--- src/rtl/boolean_minterm_scanner.sv ---
// boolean_minterm_scanner: walks all 16 input codes of F1/F2, streams the
// indices of true minterms over valid/ready and reports truth-table mask and
// minterm count. Optional stream enabled by macro BOOL_SCAN_STREAM_EN; when
// undefined m_valid/m_idx are tied low and every scan takes 16 cycles.
module boolean_minterm_scanner #(
  parameter bit SCAN_DESC = 1'b0
) (
  input  logic        clk,
  input  logic        rst_n,
  input  logic        start,
  input  logic        sel,
  output logic        busy,
  output logic        m_valid,
  output logic [3:0]  m_idx,
  input  logic        m_ready,
  output logic        done,
  output logic [15:0] mask,
  output logic [4:0]  count
);

  localparam int unsigned IDX_W   = 4;
  localparam int unsigned CNT_W   = 5;
  localparam int unsigned N_CODES = 16;
  localparam logic [IDX_W-1:0] FIRST_IDX = SCAN_DESC ? IDX_W'(15) : IDX_W'(0);
  localparam logic [IDX_W-1:0] LAST_IDX  = SCAN_DESC ? IDX_W'(0)  : IDX_W'(15);

  typedef enum logic [1:0] {
    ST_IDLE = 2'd0,
    ST_SCAN = 2'd1,
    ST_DONE = 2'd2
  } state_t;

  state_t             state, state_n;
  logic [IDX_W-1:0]   idx, idx_n;
  logic               sel_q, sel_n;
  logic [N_CODES-1:0] mask_n;
  logic [CNT_W-1:0]   count_n;
  logic               busy_n, done_n;
  logic               f_cur, hs_ok, advance;

  // Fixed functions; index bits are {A,B,C,D} for F1 and {w,x,y,z} for F2.
  function automatic logic eval_fn(input logic s, input logic [IDX_W-1:0] i);
    logic a, b, c, d;
    {a, b, c, d} = i;
    if (!s) return (~a & ~b & ~c & ~d) | (a & ~c & ~d) | (~b & c & ~d) |
                   (~a & b & c & d) | (b & ~c & d);
    else    return (b & ~c & d) | (~b & ~c & d) | (~a & b & c) |
                   (a & b & ~c) | (a & b & c);
  endfunction

`ifdef BOOL_SCAN_STREAM_EN
  assign hs_ok = m_ready;
`else
  // No stream: true minterms never wait for the sink.
  assign hs_ok = 1'b1 | m_ready;
`endif

  // Next-state, scan bookkeeping and registered-output next values.
  always_comb begin
    state_n = state;
    idx_n   = idx;
    sel_n   = sel_q;
    mask_n  = mask;
    count_n = count;
    busy_n  = 1'b1;
    done_n  = 1'b0;
    advance = 1'b0;
    f_cur   = eval_fn(sel_q, idx);
    case (state)
      ST_IDLE: begin
        busy_n = 1'b0;
        // busy still high in the cycle after done: start not yet accepted.
        if (start && !busy) begin
          state_n = ST_SCAN;
          sel_n   = sel;
          mask_n  = '0;
          count_n = '0;
          idx_n   = FIRST_IDX;
          busy_n  = 1'b1;
        end
      end
      ST_SCAN: begin
        advance = !f_cur || hs_ok;
        if (advance) begin
          mask_n[idx] = f_cur;
          count_n     = count + CNT_W'(f_cur);
          if (idx == LAST_IDX) state_n = ST_DONE;
          else                 idx_n   = SCAN_DESC ? idx - IDX_W'(1) : idx + IDX_W'(1);
        end
      end
      ST_DONE: begin
        state_n = ST_IDLE;
        done_n  = 1'b1;
      end
      default: state_n = ST_IDLE;
    endcase
  end

  // State register and registered status outputs.
  always_ff @(posedge clk or negedge rst_n) begin
    if (!rst_n) begin
      state <= ST_IDLE;
      idx   <= '0;
      sel_q <= 1'b0;
      mask  <= '0;
      count <= '0;
      busy  <= 1'b0;
      done  <= 1'b0;
    end else begin
      state <= state_n;
      idx   <= idx_n;
      sel_q <= sel_n;
      mask  <= mask_n;
      count <= count_n;
      busy  <= busy_n;
      done  <= done_n;
    end
  end

`ifdef BOOL_SCAN_STREAM_EN
  logic             valid_n;
  logic [IDX_W-1:0] m_idx_n;

  // Stream next values depend only on next state, latched sel and next idx.
  always_comb begin
    valid_n = (state_n == ST_SCAN) && eval_fn(sel_n, idx_n);
    m_idx_n = valid_n ? idx_n : '0;
  end

  // Registered minterm stream; held until the handshake advances idx.
  always_ff @(posedge clk or negedge rst_n) begin
    if (!rst_n) begin
      m_valid <= 1'b0;
      m_idx   <= '0;
    end else begin
      m_valid <= valid_n;
      m_idx   <= m_idx_n;
    end
  end
`else
  assign m_valid = 1'b0;
  assign m_idx   = '0;
`endif

endmodule

--- config.mk ---
export PLATFORM = sky130hd
export DESIGN_NAME = boolean_minterm_scanner
export DESIGN_NICKNAME = d
export VERILOG_FILES = /design/src/rtl/boolean_minterm_scanner.sv
export SDC_FILE = /design/constraint.sdc
export NUM_CORES = 1
export LEC_CHECK = 0
export BUFFER_PORTS_ARGS = -buffer_cell sky130_fd_sc_hd__buf_2
export CAP_MARGIN = 20
export CORE_ASPECT_RATIO = 1.4
export CORE_MARGIN = 1
export CORE_UTILIZATION = 57
export DETAILED_ROUTE_END_ITERATION = 6
export GPL_TIMING_DRIVEN = 0
export PLACE_DENSITY = 0.9
export SLEW_MARGIN = 10
export SYNTH_ARGS = -nofsm -noshare
export SYNTH_HDL_FRONTEND = slang
export SYNTH_SLANG_ARGS = --single-unit
--- constraint.sdc ---
create_clock -name clk -period 6 [get_ports clk]
set_input_delay 0.3 -clock clk [delete_from_list [all_inputs] [get_ports clk]]
set_output_delay 0.3 -clock clk [all_outputs]
set_load 0.02 [all_outputs]
# Word level (Yosys, flattened, before mapping)
# Cells that the tools add are included.
word_totals:
  regBits: 30
  in_bits: 5
op_classes:
  n_addsub: 2
  magnitude_cmp: 2
  eq_ne: 6
  n_mux: 17
  n_bitwise: 29
  n_reduce_logical: 9
ops:
  columns: ["operator", "count"]
  rows:
  - ["one-hot mux 16 bit (2 select lines)", 1]
  - ["bitwise AND 1 bit", 17]
  - ["bitwise mux 16 bit", 1]
  - ["two-way mux 16 bit", 1]
  - ["one-hot mux 5 bit (2 select lines)", 1]
  - ["two-way mux 4 bit", 2]
  - ["OR 1 bit", 8]
  - ["one-hot mux 4 bit (2 select lines)", 1]
  - ["!= test 2 bit, second input constant", 3]
  - ["AND reduction 2 bit", 3]
  - ["adder 5 x 1 -> 5 bit", 1]
  - ["less-than comparator 4 x 5 -> 1 bit, second input constant", 1]
  - ["two-way mux 1 bit", 5]
  - ["two-way mux 5 bit", 1]
  - ["adder 4 x 1 -> 4 bit, second input constant", 1]
  - ["demux 1 bit (select 4 bit)", 1]
  - ["== test 4 bit, second input constant", 1]
  - ["greater-or-equal comparator 4 x 1 -> 1 bit, second input constant", 1]
  - ["two-way mux 2 bit", 2]
  - ["inverter 1 bit", 4]
  - ["one-hot mux 2 bit (2 select lines)", 1]
  - ["AND reduction 3 bit", 1]
  - ["== test 2 x 1 -> 1 bit, second input constant", 1]
  - ["== test 2 bit, second input constant", 1]
  - ["other kinds (4)", 5]

# Longest topological paths before layout
# Gate-level depths: netlist (run 1).
logic_depth:
  word_depth: 11
  ltp_mapped: 11
  depth_no_buf: 10

# Worst setup path after synthesis (run 1)
# OpenSTA, ideal clock, no wires.
synth_path:
  path_type: "reg-to-reg"
  from: "register idx[1]"
  to: "register count[2]"
  setup_time_ps: 131
  arrival_time_ps: 2035
  t_required_ps: 5869
  slack_ps: 3834
  path_stages_with_launch: 12
  n_path_buf: 1
  synth_period_minus_slack_ps: 2166
  cell_sequence: "dfrtp_1 inv_1 ha_1 a21o_1 a211oi_4 buf_6 inv_1 ha_1 ha_1 nand2_1 xor2_1 nor2_1"
synth_via:
  elab_chain_len: 10
  elab_cells_between_ends: 26
synth_lines:
  columns: ["item", "line_no", "rtl"]
  rows:
  - ["from (decl)", "34", "logic [IDX_W-1:0] idx, idx_n;"]
  - ["from (signal assigned)", "111", "idx <= idx_n;"]
  - ["inverter 1 bit", null, null]
  - ["bitwise AND 1 bit (on tied branches) (2 in a row)", "45, 46, 47", null]
  - ["OR 1 bit (on tied branches) (3 in a row)", "45, 47", null]
  - ["OR 1 bit (on tied branches)", "46, 48", null]
  - ["two-way mux 1 bit (*)", "45", "if (!s) return (~a & ~b & ~c & ~d) | (a & ~c & ~d) | (~b & c & ~d) |"]
  - ["adder 5 x 1 -> 5 bit (*)", "86", "count_n = count + CNT_W'(f_cur);"]
  - ["one-hot mux 5 bit (2 select lines) (*)", "69", "case (state)"]
  - ["to (signal assigned)", "114", "count <= count_n;"]
  - ["to (decl)", "18", "output logic [4:0] count"]
# Mark *: on every way between the ends. The rest lies on a longest branch, timed or not.
# A chain may end at the register's enable or synchronous reset.

# Worst setup path after layout (run 1)
# Same ends and word-level chain as after synthesis.

==> results of run 1 <==
==> where the power goes <==
part / leakage [uW] / internal (uW) / switching, uW
logic: 0.000420 / 165 / 323
registers: 0.000390 / 277 / 64.0
clock network: 0.0000353 / 56.7 / 69.5
total: 0.000845 / 499 / 456
==> metal layers <==
layer	GRT usage (%)	up-vias
met2	42.6	46
met1	32.9	588
li1	-	578
met4	13.6	0
met3	6.40	11
met5	0	-
==> area by class of cell <==
cell class / instances / area share (%)
buffer: 13 / 4.41
clock buffer: 7 / 3.18
clock inverter: 1 / 0.289
inverter: 3 / 0.651
multi-input combinational: 96 / 37.5
sequential: 30 / 43.4
tap: 34 / 2.46
timing repair buffer: 27 / 8.10
==> critical path: stages, from the launching register on <==
cell and delay [ps]:
dfrtp_1 460, inv_1 120, ha_1 190, a21o_1 180
a211oi_4 420, buf_6 220, inv_1 50, ha_1 190
ha_1 190, nand2_1 90, xor2_1 180, nor2_1 60
==> metrics by stage <==
stage	cell area (um2)	utilization [%]	setup WS, ps	cells	hold slack, ps
global route	1730	71.5	3290	211	206
finish	1730	71.5	3530	211	199
CTS	1730	71.5	3510	211	188
global placement	1660	68.6	3660	202	352
detailed placement	1660	68.6	3520	202	369
floorplan	1490	-	3830	142	4.41
==> flip-flops by register name, indices dropped and copies added (netlist names) <==
register	cells
busy	1
count	5
done	1
idx	4
mask	16
sel_q	1
state	2
==> how the worst max path moves through the flow <==
stage | end | slack (ps) | depth (start not counted)
floorplan | count[2] | 3830 | 11
global placement | count[2] | 3660 | 11
detailed placement | count[2] | 3520 | 11
CTS | count[2] | 3510 | 11
global route | count[2] | 3290 | 11
finish | count[2] | 3530 | 11
==> cells by family after synthesis <==
| kind of cell | Yosys count | share of synthesized area (%) |
|---|---|---|
| and+or+nand+nor | 42 | 13.5 |
| AOI/OAI and AO/OA | 39 | 21.3 |
| DFF | 30 | 51.0 |
| buffers and inverters | 16 | 5.95 |
| adders and majority gates | 7 | 5.95 |
| muxes | 2 | 1.36 |
| other | 1 | 0.255 |
| xor gates and xnor gates | 1 | 0.595 |
==> cell usage in the layout, fill, tap and decap left out, drive strengths merged <==
cell         instances
nand4                2
conb                 5
nor2b                1
o21ai                7
a21o                 1
buf                 33
clkinv               1
o32ai                1
ha                   7
and2b                1
mux2i                2
nand2               18
nor2                 4
a211oi               1
dlygate4sd3          1
nand2b               5
clkbuf              13
and3                 1
dfrtp               30
o31ai               10
inv                  3
o41ai                4
a21oi                1
o211ai              10
nor3                 3
nand3                7
o311ai               4
xor2                 1
==> flow_summary.json, run 1 <==
{
  "top_layer": "met4",
  "slew_violations": 0,
  "cp.arrival_ps": 2690,
  "rsz0062_at_grt": "no",
  "synth.distinct_cells": 30,
  "peakVddDrop_uv": 335,
  "min_period_over_period_pct": 41.2,
  "cts_tree": "done",
  "finalHoldViolations": 0,
  "antenna_found_initial": 0,
  "cts_sinks": 30,
  "drcViolationCount": 0,
  "drt-total-wl_um": 3200,
  "endpoint_kind": "register",
  "critPathLaunchType": "register",
  "grt-ovfl-total": 0,
  "r2r_start": "idx[1]",
  "maxCapViolations": 0,
  "multi_input_area_um2": 648,
  "seq_area_frac_synth_pct": 51.0,
  "initial_utilization_pct": 60.9,
  "power_uw": 956,
  "p_leak_uw": 0.000845,
  "status": "finished, final reports clean",
  "gp_congestion": 0.895,
  "routedWlPerCell_um": 15.2,
  "critPathKind": "register to register",
  "clock_path_buffers": 2,
  "final_nets": 188,
  "area.sequential_um2": 751,
  "num_rows": 21,
  "clock-skew-final_ps": 13.7,
  "ctsHoldBuffers": 1,
  "cts_resized": 0,
  "dr_wl_met2_um": 1690,
  "drive_gt1_share_pct": 25.4,
  "port_buffers": 26,
  "period_needed_ps": 2470,
  "core_area_um2": 2420,
  "critPathRequiredTime_ps": 6220,
  "clock_latency_ps": 340,
  "min_to": "sel_q",
  "worstRegToRegCells": 11,
  "whs_path_depth": 3,
  "worstPathMaxFanout": 10,
  "ys_seq_elements": 30,
  "synth_top_area_share_pct": 51.0,
  "synth_edf_count": 0,
  "worst_pin_slew_ps": 668,
  "grt_max_degree": 31,
  "ys.warnings.count": 0,
  "max_freq_mhz": 404,
  "synthCells": 138,
  "syn_area_um2": 1470,
  "grt_usage_pct": 26.9,
  "yosysTopAreaCell": "dfrtp_1",
  "setup_viol": 0,
  "cts-root-buf": "clkbuf_4",
  "synth_most_common_cell": "dfrtp_1",
  "max-slew-margin-rel_pct": 55.4,
  "viasPerCell": 5.80,
  "die_x_um": 44.9,
  "powerDensity_nw_per_um2": 553,
  "finalSetupTns_ps": 0,
  "drtIter0Drc": 36,
  "diodes": 0,
  "rr_endpoint": "count[2]",
  "vias": 1223,
  "ys.flop_type": "dfrtp_1",
  "ant_nets": 0,
  "ios": 33,
  "first_pass_iters": 4,
  "htree_num_levels": 2,
  "clk_pin_slew_worst_paths_ps": 90,
  "ys_top_cells_by_count": "dfrtp_1, nand2_1, o211ai_1",
  "dp_hpwl_um": 2280,
  "met3_length_um": 140,
  "die_area_um2": 2790,
  "setup.worst_path.start": "idx[1]",
  "wl_met1_um": 1280,
  "area_growth_pct": 17.5,
  "grt_pass1_vias": 1172,
  "cts_setup_buffers": 0,
  "hold_path.class": "primary input to register",
  "r2r_slack_ps": 3530,
  "cts_made_buffers": 5,
  "avgSynthCellArea_um2": 10.7,
  "fillers": 182,
  "worstHoldStart": "sel",
  "die_h_um": 62.1,
  "grt_pass1_wl_um": 5410,
  "synth_area_leaders": "dfrtp_1, ha_1, o211ai_1",
  "async_reset_ff_share_pct": 100
}
Power figures use the tool's default switching activity.
==> run 2, diff against run 1 <==
--- a/config.mk
+++ b/config.mk
@@ -9,10 +9,10 @@
 export CAP_MARGIN = 20
 export CORE_ASPECT_RATIO = 1.4
 export CORE_MARGIN = 1
-export CORE_UTILIZATION = 57
+export CORE_UTILIZATION = 53
 export DETAILED_ROUTE_END_ITERATION = 6
 export GPL_TIMING_DRIVEN = 0
-export PLACE_DENSITY = 0.9
+export PLACE_DENSITY = 0.85
 export SLEW_MARGIN = 10
 export SYNTH_ARGS = -nofsm -noshare
 export SYNTH_HDL_FRONTEND = slang
==> constraint.sdc (replaced) <==
create_clock -name clk -period 2.28 [get_ports clk]
set_input_delay 0.114 -clock clk [delete_from_list [all_inputs] [get_ports clk]]
set_output_delay 0.114 -clock clk [all_outputs]
set_load 0.02 [all_outputs]
==> flow_summary.json, run 2 (synthesis gave the netlist of run 1 again) <==
{
  "drcViolationCount": 0,
  "powerDensity_nw_per_um2": 1460,
  "die_h_um": 64.3,
  "viasPerCell": 5.49,
  "diodes": 0,
  "slowest_delay_ps": 470,
  "clk_pin_slew_worst_paths_ps": 90,
  "port_buffers": 26,
  "critPathLaunchType": "register",
  "dp_hpwl_um": 2170,
  "drtIter0Drc": 52,
  "cts-root-buf": "clkbuf_4",
  "clock-skew-final_ps": 10.8,
  "r2r_slack_ps": 180,
  "min_period_over_period_pct": 91.9,
  "grt_pass1_wl_um": 5130,
  "min_to": "busy",
  "top_regs": "mask x16, count x5, idx x4",
  "htree_num_levels": 2,
  "num_rows": 22,
  "grt_usage_pct": 24.6,
  "crit_top_cell": "ha_1",
  "path_cells": "ha_1 > a21o_1 > a211oi_4 > buf_6 > inv_1 > ha_1 > ha_1 > nand2_1 > xor2_1 > nor2_1",
  "ant_nets": 0,
  "clock_path_buffers": 2,
  "status": "finished, final reports clean",
  "max-slew-margin-rel_pct": 56.4,
  "worstPathMaxFanout": 8,
  "slew_violations": 0,
  "r2r_start": "idx[0]",
  "finalSetupTns_ps": 0,
  "vias": 1196,
  "endpoint_kind": "register",
  "die_area_um2": 2990,
  "initial_utilization_pct": 56.3,
  "grt_max_degree": 31,
  "clock_latency_ps": 330,
  "p_seq_share_pct": 34.5,
  "whs_path_depth": 3,
  "peakVddDrop_uv": 812,
  "period_needed_ps": 2100,
  "internal_power_uw": 1400,
  "power_frac_comb_pct": 52.9,
  "cts_made_buffers": 5,
  "routedWlPerCell_um": 14.2,
  "p_leak_uw": 0.000866,
  "grt_pass1_vias": 1141,
  "cts_sinks": 30,
  "power.share.clock_pct": 12.5,
  "core_area_um2": 2620,
  "cts_tree": "done",
  "final_nets": 193,
  "hold_path.class": "primary input to register",
  "fin_area_um2": 1770,
  "largest_register_ffs": 16,
  "rsz0062_at_grt": "no",
  "maxCapViolations": 0,
  "final_common_cell": "dfrtp_1",
  "cpMaxStageDelayCell": "dfrtp_2",
  "grt-ovfl-total": 0,
  "drt-total-wl_um": 3090,
  "critPathKind": "register to register",
  "gp_congestion": 0.859,
  "critPathRequiredTime_ps": 2490,
  "first_pass_iters": 4,
  "worstHoldStart": "start",
  "antenna_found_initial": 0,
  "ios": 33,
  "place_area_um2": 1660,
  "setup_viol": 0,
  "top_register": "mask",
  "area_growth_pct": 20.6,
  "switching_share_pct": 46.2,
  "worst_pin_slew_ps": 655,
  "max_freq_mhz": 477,
  "net-switching-power_uw": 1200,
  "drive_gt1_share_pct": 28.0,
  "cp.arrival_ps": 2300,
  "final_cell_mix": "dfrtp_1, buf_2, nand2_1",
  "finalHoldViolations": 0,
  "worstRegToRegCells": 10,
  "die_x_um": 46.5,
  "rr_endpoint": "count[2]"
}
-- run 2: through the flow --
stage	hold WS (ps)	utilization [%]	power [uW]	setup WS, ps	std cells
final	36.1	67.8	2590	184	218
after global routing	38.1	67.8	2800	50.8	218
after CTS	18.3	66.9	2550	31.8	215
after detailed placement	188	63.5	2170	-166	204
after global placement	169	63.5	2100	-85.5	204
after floorplan	-182	-	1800	114	142
-- run 2: worst max-delay path: cells and delay by family, from the launching register on --
family | cells | cell delay [ps]
buffers and inverters | 2 | 190
flip-flops | 1 | 470
adder cells (fa/ha/maj) | 3 | 630
AO/OA/AOI/OAI | 2 | 420
XOR/XNOR | 1 | 150
AND/OR/NAND/NOR | 2 | 120
-- run 2: final cells by class --
type                    instances  area, um2
plain buffers                  13       76.3
fillers                       210        841
inverters                       3       11.3
repair buffers                 32        180
flip-flops and latches         30        753
clock inverters                 1       5.00
well taps                      36       45.0
clock buffers                   7       55.1
multi-input cells              96        648
-- run 2: repair_timing --
item | CTS | global route
endpoints found under the setup margin | 3 | 3
gates resized for setup | 0 | 2
setup buffers | 1 | 3
hold buffers | 2 | 0
pin swaps | 1 | 0
endpoints found under the hold margin | 31 | 0
-- run 2: routing by layer --
metal  share of wire [%]  up-vias  track usage, %
met5                   0        -               0
met1                  41      569            27.3
met2                  53       42            41.8
li1                    -      582               -
met3                 5.2        3            7.63
met4                0.29        0            8.82
-- run 2: worst max path at each step --
stage,startpoint,end,depth (start not counted)
after CTS,idx[1],count[2],11
after detailed placement,idx[1],count[2],11
after global placement,idx[1],count[2],11
after floorplan,idx[1],count[2],11
after global routing,idx[0],count[4],10
final,idx[0],count[2],10
-- run 2: power groups by stage --
stage | sequential (uW) | clock (uW) | combinational [uW]
after floorplan | 1060 | 0 | 744
after global placement | 893 | 0 | 1210
after detailed placement | 910 | 0 | 1260
after CTS | 902 | 340 | 1300
after global routing | 928 | 367 | 1510
final | 896 | 325 | 1370
